`src/rtl/pyhdl_if_call_arbiter_if.sv`:
```
// Signal bundle between the call arbiter, its requesting BFMs and the upstream pyhdl_if call endpoint.
// A transfer happens on a rising edge where valid and ready are both high; a raised valid and its payload stay stable until then.
interface pyhdl_if_call_arbiter_if #(
    parameter int N_REQ  = 4,
    parameter int ID_W   = 8,
    parameter int DATA_W = 32
);
    localparam int TAG_W = $clog2(N_REQ);

    logic [N_REQ-1:0]        req_valid;
    logic [N_REQ-1:0]        req_ready;
    logic [N_REQ*ID_W-1:0]   req_method;
    logic [N_REQ*DATA_W-1:0] req_data;
    logic [N_REQ-1:0]        rsp_valid;
    logic [DATA_W-1:0]       rsp_data;
    logic                    rsp_err;
    logic                    call_valid;
    logic                    call_ready;
    logic [ID_W-1:0]         call_method;
    logic [DATA_W-1:0]       call_data;
    logic [TAG_W-1:0]        call_tag;
    logic                    ret_valid;
    logic                    ret_ready;
    logic [DATA_W-1:0]       ret_data;
    logic [TAG_W-1:0]        ret_tag;

    modport master (
        input  req_valid, req_method, req_data, call_ready, ret_valid, ret_data, ret_tag,
        output req_ready, rsp_valid, rsp_data, rsp_err, call_valid, call_method, call_data,
               call_tag, ret_ready
    );

    modport slave (
        output req_valid, req_method, req_data, call_ready, ret_valid, ret_data, ret_tag,
        input  req_ready, rsp_valid, rsp_data, rsp_err, call_valid, call_method, call_data,
               call_tag, ret_ready
    );
endinterface

```
`src/rtl/pyhdl_if_call_arbiter.sv`:
```
// Round-robin arbiter sharing one tagged HDL-to-Python call channel among N_REQ BFMs,
// with one outstanding call, a return timeout and a one-cycle response pulse per grant.
module pyhdl_if_call_arbiter #(
    parameter int N_REQ   = 4,
    parameter int ID_W    = 8,
    parameter int DATA_W  = 32,
    parameter int TIMEOUT = 1024
) (
    input  logic                    clock,
    input  logic                    reset,
    pyhdl_if_call_arbiter_if.master bus,
    output logic                    busy,
    output logic                    stray_ret,
    output logic [1:0]              o_state
);
    localparam int TAG_W = $clog2(N_REQ);
    localparam int CNT_W = (TIMEOUT > 2) ? $clog2(TIMEOUT) : 1;
    localparam logic [CNT_W-1:0] CNT_LAST = CNT_W'((TIMEOUT > 0) ? TIMEOUT - 1 : 0);
    localparam logic [N_REQ-1:0] ONE_HOT0 = N_REQ'(1);

    typedef enum logic [1:0] {
        S_IDLE  = 2'd0,
        S_ISSUE = 2'd1,
        S_WAIT  = 2'd2,
        S_RESP  = 2'd3
    } state_t;

    state_t              r_state;
    state_t              w_next;
    logic [TAG_W-1:0]    r_rr_ptr;
    logic [CNT_W-1:0]    r_cnt;
    logic [ID_W-1:0]     r_method;
    logic [DATA_W-1:0]   r_data;
    logic [TAG_W-1:0]    r_tag;
    logic [DATA_W-1:0]   r_rsp_data;
    logic                r_rsp_err;
    logic                r_stray;

    logic                w_found;
    logic [TAG_W-1:0]    w_winner;
    logic                w_grant;
    logic                w_ret_match;
    logic                w_timeout;

    // First requester at or above the round-robin pointer, wrapping around.
    always_comb begin
        w_found  = 1'b0;
        w_winner = '0;
        for (int i = 0; i < N_REQ; i++) begin
            if (!w_found && bus.req_valid[(int'(r_rr_ptr) + i) % N_REQ]) begin
                w_found  = 1'b1;
                w_winner = TAG_W'((int'(r_rr_ptr) + i) % N_REQ);
            end
        end
    end

    assign w_ret_match = (r_state == S_WAIT) && bus.ret_valid && (bus.ret_tag == r_tag);
    assign w_timeout   = (TIMEOUT != 0) && (r_cnt == CNT_LAST);

    always_comb begin
        w_next  = r_state;
        w_grant = 1'b0;
        case (r_state)
            S_IDLE: begin
                if (w_found) begin
                    w_grant = 1'b1;
                    w_next  = S_ISSUE;
                end
            end
            // Timeout beats a same-cycle call handshake; a matching return beats the timeout.
            S_ISSUE: begin
                if (w_timeout)           w_next = S_RESP;
                else if (bus.call_ready) w_next = S_WAIT;
            end
            S_WAIT: begin
                if (w_ret_match || w_timeout) w_next = S_RESP;
            end
            S_RESP:  w_next = S_IDLE;
            default: w_next = S_IDLE;
        endcase
    end

    always_ff @(posedge clock or posedge reset) begin
        if (reset) r_state <= S_IDLE;
        else       r_state <= w_next;
    end

    always_ff @(posedge clock or posedge reset) begin
        if (reset) begin
            r_rr_ptr   <= '0;
            r_cnt      <= '0;
            r_method   <= '0;
            r_data     <= '0;
            r_tag      <= '0;
            r_rsp_data <= '0;
            r_rsp_err  <= 1'b0;
            r_stray    <= 1'b0;
        end else begin
            if (w_grant) begin
                r_rr_ptr <= (w_winner == TAG_W'(N_REQ - 1)) ? '0 : w_winner + 1'b1;
                r_method <= bus.req_method[int'(w_winner)*ID_W +: ID_W];
                r_data   <= bus.req_data[int'(w_winner)*DATA_W +: DATA_W];
                r_tag    <= w_winner;
                r_cnt    <= '0;
            end else if (r_state == S_ISSUE || r_state == S_WAIT) begin
                r_cnt <= r_cnt + 1'b1;
            end
            if (w_ret_match) begin
                r_rsp_data <= bus.ret_data;
                r_rsp_err  <= 1'b0;
            end else if (w_next == S_RESP) begin
                r_rsp_data <= '0;
                r_rsp_err  <= 1'b1;
            end
            // ret_ready is high in every state, so every non-matching return is consumed and dropped.
            if (bus.ret_valid && !w_ret_match) r_stray <= 1'b1;
        end
    end

    // Combinational outputs are gated by reset so every output reads 0 while it is asserted.
    assign bus.req_ready   = (w_grant && !reset) ? (ONE_HOT0 << w_winner) : '0;
    assign bus.ret_ready   = !reset;
    assign bus.call_valid  = (r_state == S_ISSUE);
    assign bus.call_method = r_method;
    assign bus.call_data   = r_data;
    assign bus.call_tag    = r_tag;
    assign bus.rsp_valid   = (r_state == S_RESP) ? (ONE_HOT0 << r_tag) : '0;
    assign bus.rsp_data    = r_rsp_data;
    assign bus.rsp_err     = r_rsp_err;
    assign busy            = (r_state != S_IDLE);
    assign stray_ret       = r_stray;
    assign o_state         = r_state;
endmodule
```
`src/flat_wrapper.sv`:
```
// flat-port wrapper written by rule: the top's interface ports become plain ports
module pyhdl_if_call_arbiter_flat 
#(
    parameter int N_REQ   = 4,
    parameter int ID_W    = 8,
    parameter int DATA_W  = 32,
    parameter int TIMEOUT = 1024
)
  (clock, reset, busy, stray_ret, o_state, bus_req_valid, bus_req_method, bus_req_data, bus_call_ready, bus_ret_valid, bus_ret_data, bus_ret_tag, bus_req_ready, bus_rsp_valid, bus_rsp_data, bus_rsp_err, bus_call_valid, bus_call_method, bus_call_data, bus_call_tag, bus_ret_ready);
  pyhdl_if_call_arbiter_if #(.N_REQ(N_REQ), .ID_W(ID_W), .DATA_W(DATA_W)) bus_i ();
  input  logic clock;
  input  logic reset;
  output logic busy;
  output logic stray_ret;
  output logic [1:0] o_state;
  input wire logic [$bits(bus_i.req_valid)-1:0] bus_req_valid;
  input wire logic [$bits(bus_i.req_method)-1:0] bus_req_method;
  input wire logic [$bits(bus_i.req_data)-1:0] bus_req_data;
  input wire logic [$bits(bus_i.call_ready)-1:0] bus_call_ready;
  input wire logic [$bits(bus_i.ret_valid)-1:0] bus_ret_valid;
  input wire logic [$bits(bus_i.ret_data)-1:0] bus_ret_data;
  input wire logic [$bits(bus_i.ret_tag)-1:0] bus_ret_tag;
  output wire logic [$bits(bus_i.req_ready)-1:0] bus_req_ready;
  output wire logic [$bits(bus_i.rsp_valid)-1:0] bus_rsp_valid;
  output wire logic [$bits(bus_i.rsp_data)-1:0] bus_rsp_data;
  output wire logic [$bits(bus_i.rsp_err)-1:0] bus_rsp_err;
  output wire logic [$bits(bus_i.call_valid)-1:0] bus_call_valid;
  output wire logic [$bits(bus_i.call_method)-1:0] bus_call_method;
  output wire logic [$bits(bus_i.call_data)-1:0] bus_call_data;
  output wire logic [$bits(bus_i.call_tag)-1:0] bus_call_tag;
  output wire logic [$bits(bus_i.ret_ready)-1:0] bus_ret_ready;
  assign bus_i.req_valid = bus_req_valid;
  assign bus_i.req_method = bus_req_method;
  assign bus_i.req_data = bus_req_data;
  assign bus_i.call_ready = bus_call_ready;
  assign bus_i.ret_valid = bus_ret_valid;
  assign bus_i.ret_data = bus_ret_data;
  assign bus_i.ret_tag = bus_ret_tag;
  assign bus_req_ready = bus_i.req_ready;
  assign bus_rsp_valid = bus_i.rsp_valid;
  assign bus_rsp_data = bus_i.rsp_data;
  assign bus_rsp_err = bus_i.rsp_err;
  assign bus_call_valid = bus_i.call_valid;
  assign bus_call_method = bus_i.call_method;
  assign bus_call_data = bus_i.call_data;
  assign bus_call_tag = bus_i.call_tag;
  assign bus_ret_ready = bus_i.ret_ready;
  pyhdl_if_call_arbiter #(.N_REQ(N_REQ), .ID_W(ID_W), .DATA_W(DATA_W), .TIMEOUT(TIMEOUT)) u_core (.clock(clock), .reset(reset), .bus(bus_i), .busy(busy), .stray_ret(stray_ret), .o_state(o_state));
endmodule
```
`config.mk`:
```
export PLATFORM = sky130hd
export DESIGN_NAME = pyhdl_if_call_arbiter_flat
export DESIGN_NICKNAME = d
export VERILOG_FILES = /design/src/rtl/pyhdl_if_call_arbiter_if.sv /design/src/rtl/pyhdl_if_call_arbiter.sv /design/src/flat_wrapper.sv
export SDC_FILE = /design/constraint.sdc
export NUM_CORES = 1
export LEC_CHECK = 0
export ABC_AREA = 0
export BUFFER_PORTS_ARGS = -buffer_cell sky130_fd_sc_hd__buf_2
export CAP_MARGIN = 40
export CORE_MARGIN = 2
export CORE_UTILIZATION = 40
export CTS_CLUSTER_SIZE = 24
export DETAILED_ROUTE_END_ITERATION = 6
export PLACE_DENSITY = 0.8
export SLEW_MARGIN = 20
export SYNTH_ARGS = -nofsm -noshare
export SYNTH_HDL_FRONTEND = slang
export SYNTH_SLANG_ARGS = --single-unit
```
`constraint.sdc`:
```
create_clock -name clock -period 3.5 [get_ports clock]
set_input_delay 0.7 -clock clock [delete_from_list [all_inputs] [get_ports clock]]
set_output_delay 0.7 -clock clock [all_outputs]
set_load 0.005 [all_outputs]
```
# After elaboration in Yosys (flattened, before gate mapping)
# Cells that the tools add are included.
# op_classes
add_sub_neg,5
order_cmp,4
eq_ne,7
n_shift,4
mux,35
bitwise,3
reduce_logical,21
# op_table
cell,n
$shiftx A128 B8 Y32,1
$mux W32,2
$shiftx A32 B6 Y8,1
$mux W10,2
$mux W2,9
$mux W1,15
$lt A3 B4 Y1 const B,3
$add A10 B1 Y10 const B,1
$eq A10 B10 Y1 const B,1
$bmux W1 S2,4
$eq A2 B2 Y1 const B,4
$mux W4,2
$pmux W2 S4,1
$shl A1 B2 Y4 const A,2
$logic_and A1 B1 Y1,7
$reduce_bool A2 Y1,3
$reduce_or A2 Y1,3
$logic_not A1 Y1,5
$add A2 B1 Y2 const B,2
$add A2 B2 Y2 const B,2
$and A1 B1 Y1 const A,3
$lt A2 B3 Y1 const B,1
$eq A2 B1 Y1 const B,1
$eq A2 B2 Y1,1
other kinds (2),3
# totals
register_bits,90
input_bits,202
word_cells,88

# Longest topological paths before layout
# logic_depth
depth_word,19
mapped_depth,9
depth_no_buf,7

# Worst setup path after synthesis
# Ideal clock, no wire load.
# synth_path
path_type,input to output
start,input reset
end,output bus_req_ready[1]
t_arrival_ps,3033
t_required_ps,2800
setup_slack_ps,-233
path_stages,2
path_buffers,0
cell_sequence,inv_1 -> and3_1
# synth_between
elab_chain_cells,3
# synth_lines
element,line,source
start: declaration,flat_wrapper.sv:12,input logic reset;
$logic_not A1 Y1 (no source line),--,
$logic_and A1 B1 Y1,pyhdl_if_call_arbiter.sv:121,assign bus.req_ready = (w_grant && !reset) ? (ONE_HOT0 << w_winner) : '0;
$mux W4,pyhdl_if_call_arbiter.sv:121,
end: declaration,flat_wrapper.sv:23,output wire logic [$bits(bus_i.req_ready)-1:0] bus_req_ready;
# Every way passes these cells.

# Worst setup path in the final report
# layout_path
start,input bus_req_valid[2]
end,output bus_req_ready[3]
# layout_between
word_cells_on_any_way,30
classes_between,1 x shift; 22 x mux; 7 x reduce/logical
# layout_rtl
element,line,source
start: declaration,flat_wrapper.sv:16,input wire logic [$bits(bus_i.req_valid)-1:0] bus_req_valid;
$bmux W1 S2,pyhdl_if_call_arbiter.sv:50,if (!w_found && bus.req_valid[(int'(r_rr_ptr) + i) % N_REQ]) begin
$mux W1 (not written as such),pyhdl_if_call_arbiter.sv:50,
$mux W1,pyhdl_if_call_arbiter.sv:50,
$logic_not A1 Y1,pyhdl_if_call_arbiter.sv:50,
$logic_and A1 B1 Y1,pyhdl_if_call_arbiter.sv:50,
$mux W1,pyhdl_if_call_arbiter.sv:50,
$logic_not A1 Y1,pyhdl_if_call_arbiter.sv:50,
$logic_and A1 B1 Y1,pyhdl_if_call_arbiter.sv:50,
$mux W1,pyhdl_if_call_arbiter.sv:50,
$logic_not A1 Y1,pyhdl_if_call_arbiter.sv:50,
$logic_and A1 B1 Y1,pyhdl_if_call_arbiter.sv:50,
$mux W2 (*),pyhdl_if_call_arbiter.sv:50,
net u_core.w_winner[0],pyhdl_if_call_arbiter.sv:40,logic [TAG_W-1:0] w_winner;
$shl A1 B2 Y4 (*),pyhdl_if_call_arbiter.sv:121,
$mux W4 (*),pyhdl_if_call_arbiter.sv:121,
# Mark *: on every way through the listed nets, which the timed path passes. The rest lies on a longest branch. The select of a mux whose other input is x is not followed.

==> results_dict.tcl <==
set metrics [dict create \
    outcome "completed" \
    grt_pass1_wl_um 22700 \
    grt_pass1_vias 4554 \
    clk_latency_ns 0.33 \
    die_height_um 115 \
    dpl.hpwl_um 11200 \
    synth_edf_count 0 \
    crit_path_end "bus_req_ready[3]" \
    portBuffers 290 \
    r2r-start "u_core.o_state[1]$_DFF_PP0_" \
    worstSetupStartpointType "primary input" \
    antennaDiodeCount 0 \
    setup_viol 0 \
    reg2reg_slack_ns 1.12 \
    avgRoutedWirePerCell_um 15.8 \
    syn-cell-area_um2 4920 \
    critPathMaxFanout 7 \
    ant_nets 0 \
    worst-setup-path-type "in -> out" \
    finalWorstSetupSlack_ns 0.507 \
    post_cts_buffers 0 \
    gp_congestion 0.856 \
    worstMarginPinSlew_ns 0.636 \
    start_util 0.409 \
    dp.cells 911 \
    track_usage 0.216 \
    max-slew-margin-rel 0.572 \
    path_clk_slew_ns 0.06 \
    grt_max_degree 80 \
    period_needed_ns 2.99 \
    seq_area_frac_synth 0.458 \
    arrival_ns 2.29 \
    synth_nets 707 \
    holdWs_ns 0.318 \
    fmax_ghz 0.334 \
    final_cells 927 \
    vias_per_cell 5.09 \
    critPathSlowestCell "or4b_4" \
    post_cts_resized 0 \
    drv_slew 0 \
    cp_slowest_stage_delay_ns 0.57 \
    rows 40 \
    drv_cap 0 \
    drt_iter0_markers 305 \
    tns_ns 0 \
    ys.flop_type "dfrtp_1" \
    crit_buf_inv 3 \
    crit_top_cell "buf_2" \
    drc 0 \
    root_buffer "clkbuf_16" \
    peakVddDrop_mv 0.315 \
    cts_sinks 90 \
    core_area_um2 12000 \
    fin_crit_sh 0.855 \
    yosysUniqueCellTypes 42 \
    clock_path_buffers 2 \
    cts_tree "done" \
    hold_class "in -> async" \
    worstReg2RegEnd "u_core.bus.rsp_data[12]$_DFFE_PP0P_" \
    hold_buffers 0 \
    h-tree-depth 3 \
    cp_data_required_time_ns 2.80 \
    overflow 0 \
    cts_buffers 9 \
    finalPower_mw 5.00 \
    end_kind "primary output" \
    finalHoldViolations 0 \
    die_w_um 115 \
    startpoint "bus_req_valid[2]" \
    crit_chain "buf_2, and2b_1, or4b_4, and2_4, inv_1, ha_1, and3_1, buf_2" \
    num_vias 4715 \
    syn_area_per_cell_um2 9.95 \
    antenna_found_initial 0 \
    rsz0062_at_grt "false" \
    rr_worst_depth 8 \
    post-place-ws_ns 0.526 \
    drtPass1Iterations 4 \
    ys_seq_elements 90 \
    skew_ns 0.00742 \
    ios 291 \
    num-nets-final 988 \
    path_delay_family "simple AND/OR/NAND/NOR gates" \
    routed_wl_um 14600 \
    dieArea_um2 13200 \
    layout-drive-gt1-share 0.423 \
    p_leak_nw 3.75 \
    cellPowerDensity_nw_per_um2 733 \
    area_growth_pct 38.8 \
    path_depth 8 \
    async_flop_share 1.00 \
    synthCells 494 \
    yosys_warnings 0 \
]
-- power by group --
group          internal, mW  switching, mW
Clock                 0.669          0.407
Combinational          1.04           1.29
Sequential             1.39          0.216
Total                  3.09           1.91
-- metal layers --
metal,vias to the layer above,wire length (µm),track usage
li1,2325,-,-
met1,2210,6440,0.295
met2,154,7110,0.355
met3,26,729,0.0332
met4,0,337,0.0707
met5,-,0,0
-- layout make-up --
type,instances,area [µm²]
inverter,8,33.8
clock buffer,11,253
timing repair buffer,303,1560
multi-input combinational,363,2450
clock inverter,5,85.1
sequential,90,2250
fill,1074,5190
tap,147,184
-- cell usage after synthesis, types with 5 or more instances --
cell      count  area share
inv_1         8      0.0061
xnor2_1       5      0.0089
xor2_1        6       0.011
a211oi_1      9       0.014
dfrtp_1      90        0.46
ha_1         11       0.028
nand2_1     109       0.083
o221ai_1     34       0.061
mux2i_1      75        0.15
and3_1        6      0.0076
a21boi_0      7       0.011
buf_6         9       0.021
clkbuf_1     22       0.017
o21ai_0      35       0.036
nor2_1       24       0.018
-- worst min path at each step --
stage	end	slack (ns)	cells after the start
2_1_floorplan	u_core.stray_ret$_DFFE_PP0P_	0.45	1
3_3_place_gp	u_core.stray_ret$_DFFE_PP0P_	0.44	1
3_5_place_dp	u_core.stray_ret$_DFFE_PP0P_	0.44	1
4_1_cts	u_core.bus.call_data[20]$_DFFE_PP0N_	0.31	2
5_1_grt	u_core.bus.call_data[20]$_DFFE_PP0N_	0.32	2
6_report	u_core.bus.call_data[20]$_DFFE_PP0N_	0.32	2
-- registers in the layout (all words and copies together), names as in the netlist --
signal and count:
u_core.r_rr_ptr 2, u_core.stray_ret 1, u_core.bus.rsp_data 32, u_core.o_state 2, u_core.bus.call_data 32, u_core.bus.rsp_err 1
u_core.r_cnt 10, u_core.bus.call_method 8, u_core.bus.call_tag 2
-- layout by cell type, fill, tap and decap left out, types with 3 or more instances in the layout --
| cell type | count |
|---|---|
| nand4_1 | 4 |
| nand3_1 | 4 |
| inv_1 | 7 |
| nor2_1 | 24 |
| ha_1 | 11 |
| dfrtp_1 | 90 |
| clkbuf_16 | 9 |
| buf_2 | 290 |
| nand2_1 | 109 |
| xor2_1 | 6 |
| xnor2_1 | 5 |
| buf_4 | 12 |
| a21oi_1 | 3 |
| o221ai_1 | 34 |
| mux2i_1 | 75 |
| a211oi_2 | 4 |
| and3_1 | 6 |
| a21boi_0 | 7 |
| a211oi_1 | 9 |
| o21ai_0 | 35 |
-- through the flow --
stage	util	instance area (µm²)
finish	0.568	6820
global route	0.568	6820
CTS	0.568	6820
detailed placement	0.540	6480
global placement	0.540	6480
floorplan	-	4920
-- kinds of logic (layout without fill, tap and decap cells) --
kind of cell             Yosys count  after routing  share of synthesized area
multiplexers                      76             76                      0.155
adder cells (fa/ha/maj)           11             11                     0.0280
AO/OA/AOI/OAI                    102            102                      0.150
buffers and inverters             41            327                     0.0453
AND/OR/NAND/NOR                  163            163                      0.145
XOR/XNOR                          11             11                     0.0196
flip-flops                        90             90                      0.458
Power figures use the tool's default switching activity.
